[config.mk]
export PLATFORM = sky130hd
export DESIGN_NAME = p1v_board_io
export DESIGN_NICKNAME = d
export VERILOG_FILES = /design/src/rtl/p1v_board_pkg.sv /design/src/rtl/p1v_reset_filter.sv /design/src/rtl/p1v_board_io.sv
export SDC_FILE = /design/constraint.sdc
export NUM_CORES = 1
export LEC_CHECK = 0
export CORE_ASPECT_RATIO = 1.75
export CORE_MARGIN = 2
export CORE_UTILIZATION = 45
export CTS_CLUSTER_SIZE = 24
export DETAILED_ROUTE_END_ITERATION = 8
export DONT_BUFFER_PORTS = 1
export SYNTH_ARGS = -nofsm -noshare
export SYNTH_HDL_FRONTEND = slang
export SYNTH_SLANG_ARGS = --single-unit
[constraint.sdc]
create_clock -name clock_160 -period 2.6 [get_ports clock_160]
set_clock_uncertainty 0.2 [all_clocks]
set_input_delay 0.39 -clock clock_160 [delete_from_list [all_inputs] [get_ports clock_160]]
set_output_delay 0.39 -clock clock_160 [all_outputs]
set_load 0.1 [all_outputs]
[src/rtl/p1v_board_pkg.sv]
// rtl/p1v_board_pkg.sv - shared reset FSM states and default parameters for the p1v board adapter
package p1v_board_pkg;

  typedef enum logic [2:0] {
    ST_HOLD,
    ST_DEBOUNCE,
    ST_STRETCH,
    ST_RUN,
    ST_ARM
  } rst_state_e;

  localparam int DEF_PINS          = 32;
  localparam int DEF_COGS          = 8;
  localparam int DEF_LEDS          = 16;
  localparam int DEF_SYNC_STAGES   = 2;
  localparam int DEF_RESET_FILTER  = 16;
  localparam int DEF_RESET_STRETCH = 1024;
  localparam int DEF_LED_HOLD_BITS = 20;

endpackage

[src/rtl/p1v_reset_filter.sv]
// rtl/p1v_reset_filter.sv - synchronises, debounces and stretches the external reset into p1v_resn
module p1v_reset_filter
  import p1v_board_pkg::*;
#(
  parameter int SYNC_STAGES   = DEF_SYNC_STAGES,
  parameter int RESET_FILTER  = DEF_RESET_FILTER,
  parameter int RESET_STRETCH = DEF_RESET_STRETCH
) (
  input  logic clock_160,
  input  logic reset,
  input  logic ext_resn_in,
  output logic p1v_resn
);

  localparam int CNT_MAX = (RESET_FILTER > RESET_STRETCH) ? RESET_FILTER : RESET_STRETCH;
  localparam int CW      = $clog2(CNT_MAX + 1);
  localparam logic [CW-1:0] FILT_LAST = CW'(RESET_FILTER - 1);
  localparam logic [CW-1:0] STR_LAST  = CW'(RESET_STRETCH - 1);

  logic [SYNC_STAGES-1:0] sync_q;
  logic                   rs;
  rst_state_e             state_q, state_d;
  logic [CW-1:0]          cnt_q, cnt_d;
  logic                   resn_q;

  assign rs = sync_q[SYNC_STAGES-1];

  always_comb begin
    state_d = state_q;
    cnt_d   = cnt_q;
    case (state_q)
      ST_HOLD: begin
        if (rs) begin
          state_d = ST_DEBOUNCE;
          cnt_d   = '0;
        end
      end
      ST_DEBOUNCE: begin
        if (!rs) begin
          state_d = ST_HOLD;
          cnt_d   = '0;
        end else if (cnt_q == FILT_LAST) begin
          state_d = ST_STRETCH;
          cnt_d   = '0;
        end else begin
          cnt_d = cnt_q + CW'(1);
        end
      end
      ST_STRETCH: begin
        if (!rs) begin
          state_d = ST_HOLD;
          cnt_d   = '0;
        end else if (cnt_q == STR_LAST) begin
          state_d = ST_RUN;
          cnt_d   = '0;
        end else begin
          cnt_d = cnt_q + CW'(1);
        end
      end
      ST_RUN: begin
        // The low seen here is the first of the RESET_FILTER lows needed to drop out of RUN.
        if (!rs) begin
          state_d = (RESET_FILTER == 1) ? ST_HOLD : ST_ARM;
          cnt_d   = (RESET_FILTER == 1) ? '0 : CW'(1);
        end
      end
      ST_ARM: begin
        if (rs) begin
          state_d = ST_RUN;
          cnt_d   = '0;
        end else if (cnt_q == FILT_LAST) begin
          state_d = ST_HOLD;
          cnt_d   = '0;
        end else begin
          cnt_d = cnt_q + CW'(1);
        end
      end
      default: begin
        state_d = ST_HOLD;
        cnt_d   = '0;
      end
    endcase
  end

  always_ff @(posedge clock_160) begin
    if (reset) begin
      sync_q  <= '0;
      state_q <= ST_HOLD;
      cnt_q   <= '0;
      resn_q  <= 1'b0;
    end else begin
      sync_q  <= {sync_q[SYNC_STAGES-2:0], ext_resn_in};
      state_q <= state_d;
      cnt_q   <= cnt_d;
      resn_q  <= (state_d == ST_RUN) || (state_d == ST_ARM);
    end
  end

  assign p1v_resn = resn_q;

endmodule

[src/rtl/p1v_board_io.sv]
// rtl/p1v_board_io.sv - pad/core adapter: pin sync, oe gating, reset filter, cog LEDs
// Optional per-cog LED visibility stretch enabled by P1V_LED_STRETCH_EN.
module p1v_board_io
  import p1v_board_pkg::*;
#(
  parameter int PINS          = DEF_PINS,
  parameter int COGS          = DEF_COGS,
  parameter int LEDS          = DEF_LEDS,
  parameter int SYNC_STAGES   = DEF_SYNC_STAGES,
  parameter int RESET_FILTER  = DEF_RESET_FILTER,
  parameter int RESET_STRETCH = DEF_RESET_STRETCH,
  parameter int LED_HOLD_BITS = DEF_LED_HOLD_BITS
) (
  input  logic            clock_160,
  input  logic            reset,
  input  logic            ext_resn_in,
  output logic            p1v_resn,
  input  logic [PINS-1:0] pin_out,
  input  logic [PINS-1:0] pin_dir,
  output logic [PINS-1:0] pin_in,
  input  logic [PINS-1:0] pad_in,
  output logic [PINS-1:0] pad_out,
  output logic [PINS-1:0] pad_oe,
  input  logic [COGS-1:0] cog_led,
  output logic [LEDS-1:0] led
);

  logic [PINS-1:0] pin_sync_q [SYNC_STAGES];
  logic [COGS-1:0] act;
  logic [LEDS-1:0] led_q, led_d;

  p1v_reset_filter #(
    .SYNC_STAGES  (SYNC_STAGES),
    .RESET_FILTER (RESET_FILTER),
    .RESET_STRETCH(RESET_STRETCH)
  ) u_reset_filter (
    .clock_160  (clock_160),
    .reset      (reset),
    .ext_resn_in(ext_resn_in),
    .p1v_resn   (p1v_resn)
  );

  always_ff @(posedge clock_160) begin
    if (reset) begin
      for (int s = 0; s < SYNC_STAGES; s++) pin_sync_q[s] <= '0;
    end else begin
      pin_sync_q[0] <= pad_in;
      for (int s = 1; s < SYNC_STAGES; s++) pin_sync_q[s] <= pin_sync_q[s-1];
    end
  end

  assign pin_in  = pin_sync_q[SYNC_STAGES-1];
  assign pad_out = pin_out;
  // Core outputs must not fight the board while the core is held in reset.
  assign pad_oe  = pin_dir & {PINS{p1v_resn}};

`ifdef P1V_LED_STRETCH_EN
  logic [LED_HOLD_BITS-1:0] led_cnt_q [COGS];

  always_ff @(posedge clock_160) begin
    if (reset) begin
      for (int i = 0; i < COGS; i++) led_cnt_q[i] <= '0;
    end else begin
      for (int i = 0; i < COGS; i++) begin
        if (cog_led[i])               led_cnt_q[i] <= '1;
        else if (led_cnt_q[i] != '0) led_cnt_q[i] <= led_cnt_q[i] - LED_HOLD_BITS'(1);
      end
    end
  end

  always_comb begin
    act = '0;
    for (int i = 0; i < COGS; i++) act[i] = cog_led[i] | (led_cnt_q[i] != '0);
  end
`else
  logic unused_led_hold;
  assign unused_led_hold = (LED_HOLD_BITS == 0);
  assign act = cog_led;
`endif

  always_comb begin
    led_d = '1;
    for (int i = 0; i < COGS; i++) begin
      if (i < LEDS)        led_d[i]        = ~act[i];
      if (COGS + i < LEDS) led_d[COGS + i] = act[i];
    end
  end

  always_ff @(posedge clock_160) begin
    if (reset) led_q <= '1;
    else       led_q <= led_d;
  end

  assign led = led_q;

endmodule

==> metrics.md <==
| Metric | Value |
|---|---|
| Outcome | completed |
| Effective utilization at floorplan | 46.2% |
| Reg2reg end | u_reset_filter.cnt_q[1]$_SDFFE_PP0P_ |
| Ys async rst share | 0% |
| Critical path buffers and inverters | 0 |
| Post-CTS Setup Inserts | 0 |
| Post_cts resized | 0 |
| CP top delay family | simple AND/OR/NAND/NOR gates |
| Die height | 126 µm |
| P&R area growth vs syn | 19.1% |
| Initial antenna violation count | 0 |
| Ys flop type | dfxtp_1 |
| Worst-Margin Slew | 524 ps |
| Vias post-DR | 2,449 |
| # IOs | 220 |
| Detailed placement HPWL | 4840 µm |
| Die footprint | 9260 µm² |
| Post-layout min period | 2060 ps |
| CTS tree | yes |
| Worst path slowest cell | and2_2 |
| Max Clk Rate | 486 MHz |
| Post-Syn Area | 3810 µm² |
| Vias in the first global route | 2,387 |
| Placed Cells | 445 |
| Sink Count | 97 |
| Worst Hold Endpoint | pin_sync_q[0][10]$_SDFF_PP0_ |
| Max_cap viols | 0 |
| Per-cell routed wire length | 13.9 µm |
| Library cells used by synthesis | 46 |
| Startpoint Class | flop |
| Period Utilization, post-route | 79.1% |
| Worst path required time | 2010 ps |
| Critical path capture point type | primary output |
| Most frequent cells in the layout | dfxtp_1 (96), nor2b_1 (67), buf_4 (53), dlygate4sd3_1 (40), and2_2 (30) |
| CTS H-tree lvls | 3 |
| Final Non-Filler Cells | 502 |
| Worst-path cell chain | and2_2 |
| GR Util All Layers | 15.4% |
| Rows | 44 |
| Setup CP Type | reg2out |
| Largest net degree at the start of global routing | 91 |
| Total global routing overflow | 0 |
| Mean Syn Cell Area | 9.99 µm² |
| Post-Syn Instances | 382 |
| Min-delay worst type | in2reg |
| Number of diodes | 0 |
| Final setup violation count | 0 |
| # DRC | 0 |
| Worst vdd ir | 0.539 mV |
| Core Area | 8260 µm² |
| Most common cell after layout, fill and taps aside | dfxtp_1 |
| R2r worst-path depth | 5 |
| Reg-to-reg slack, setup | 620 ps |
| Worst slew margin | 65.2% |
| # nets final | 513 |
| Hold path depth | 1 |
| Post-synth EDFFs | 0 |
| Net Count, Synth | 490 |
| Pins Over Slew Limit | 0 |
| Via-per-instance ratio | 4.88 |
| Die X | 73.6 µm |
| HP Start | pad_in[10] |
| Yosys warnings | 0 |
| Clock transition at path regs | 70 ps |
| Worst path max stage delay | 570 ps |
| Pwr dens | 734 nW/µm² |
| Reg-to-Reg Start | u_reset_filter.state_q[1]$_SDFF_PP0_ |
| Yosys reg bits | 97 |
| Worst EP arrival | 1470 ps |
| Clk buf depth | 2 |
| Cts hold-fix bufs | 41 |
| Layout cells sized above 1 | 29.0% |
| CTS Buf Count | 9 |
| Clk_lat worst skew | 340 ps |
| CP max FO | 33 |
| Sequential-to-total area share from yosys stat | 50.9% |
| Leak | 1.85 nW |
| DR iter-0 viols | 107 |
| Final hold vios | 0 |
| RD Place Congestion | 0.807 |
| Routed Antenna Nets | 0 |
| RSZ-0062 raised after global routing | no |
| Number of port buffers | 0 |
| Clock root cell | clkbuf_16 |
| Final setup TNS | 0 ps |
| Routed Wire Length | 6960 µm |
| First drt pass iteration count | 4 |
| First-pass GRT wire length | 11,000 µm |
how the worst max path moves through the flow:
| stage | startpoint | to | slack [ps] | depth (start not counted) |
|---|---|---|---|---|
| after floorplan | u_reset_filter.p1v_resn$_SDFF_PP0_ | pad_oe[0] | 160 | 1 |
| after global placement | u_reset_filter.state_q[1]$_SDFF_PP0_ | u_reset_filter.cnt_q[7]$_SDFFE_PP0P_ | 660 | 5 |
| after detailed placement | u_reset_filter.state_q[1]$_SDFF_PP0_ | u_reset_filter.cnt_q[5]$_SDFFE_PP0P_ | 620 | 5 |
| after CTS | u_reset_filter.p1v_resn$_SDFF_PP0_ | pad_oe[14] | 510 | 1 |
| after global routing | u_reset_filter.p1v_resn$_SDFF_PP0_ | pad_oe[14] | 440 | 1 |
| final | u_reset_filter.p1v_resn$_SDFF_PP0_ | pad_oe[2] | 540 | 1 |
area by class of cell:
cell class,count,area [µm²]
Fill cell,701,3710
Tap cell,92,115
Sequential cell,97,1940
Clock inverter,7,86.3
Inverter,2,7.51
Timing Repair Buffer,94,826
Clock buffer,9,225
Multi-Input combinational cell,201,1340
flip-flops by register name, summed over array words and instances (netlist names):
signal	count
u_reset_filter.cnt_q	11
pin_sync_q	64
u_reset_filter.state_q	3
u_reset_filter.p1v_resn	1
led	16
u_reset_filter.sync_q	2
kinds of logic after synthesis:
| family | Yosys count | synth area share [%] |
|---|---|---|
| simple gates | 167 | 26.9 |
| flops | 97 | 50.9 |
| buf+inv | 84 | 15.0 |
| compound gates | 29 | 5.97 |
| xor+xnor | 4 | 0.918 |
| fa+ha+maj | 1 | 0.328 |
cell usage after synthesis, drive strengths merged, types with 3 or more instances:
master,count,area share [%]
o21bai,3,0.89
buf,70,14
nor2,15,1.5
xnor2,4,0.92
nor2b,67,11
nand3,7,0.92
nor3,3,0.39
nand2,10,0.98
nand2b,8,1.3
dfxtp,97,51
and2,32,5.2
a21oi,9,1.3
o21ai,5,0.66
nor4,3,0.89
or2,9,1.5
clkbuf,12,1.2
per-stage QoR:
stage	area, µm²	power, mW	setup WS, ps	hold slack [ps]	utilization (%)
floorplan	3850	2.17	158	214	-
global placement	3800	1.95	664	215	46.1
detailed placement	3800	1.95	623	222	46.1
CTS	4540	3.37	510	5.04	55.0
global route	4540	3.46	439	10.1	55.0
finish	4540	3.34	543	10.2	55.0
layer usage:
layer,vias up,routed length (µm),global-route usage (%)
li1,1199,-,-
met1,1096,2640,16.4
met2,142,3510,25.1
met3,12,659,6.96
met4,0,144,7.81
met5,-,0,0
power by group:
group	switching (mW)	internal [mW]	total (mW)
logic	0.302	0.122	0.424
clock network	0.582	0.767	1.35
registers	0.0178	1.55	1.56
(Power assumes the default switching activity.)
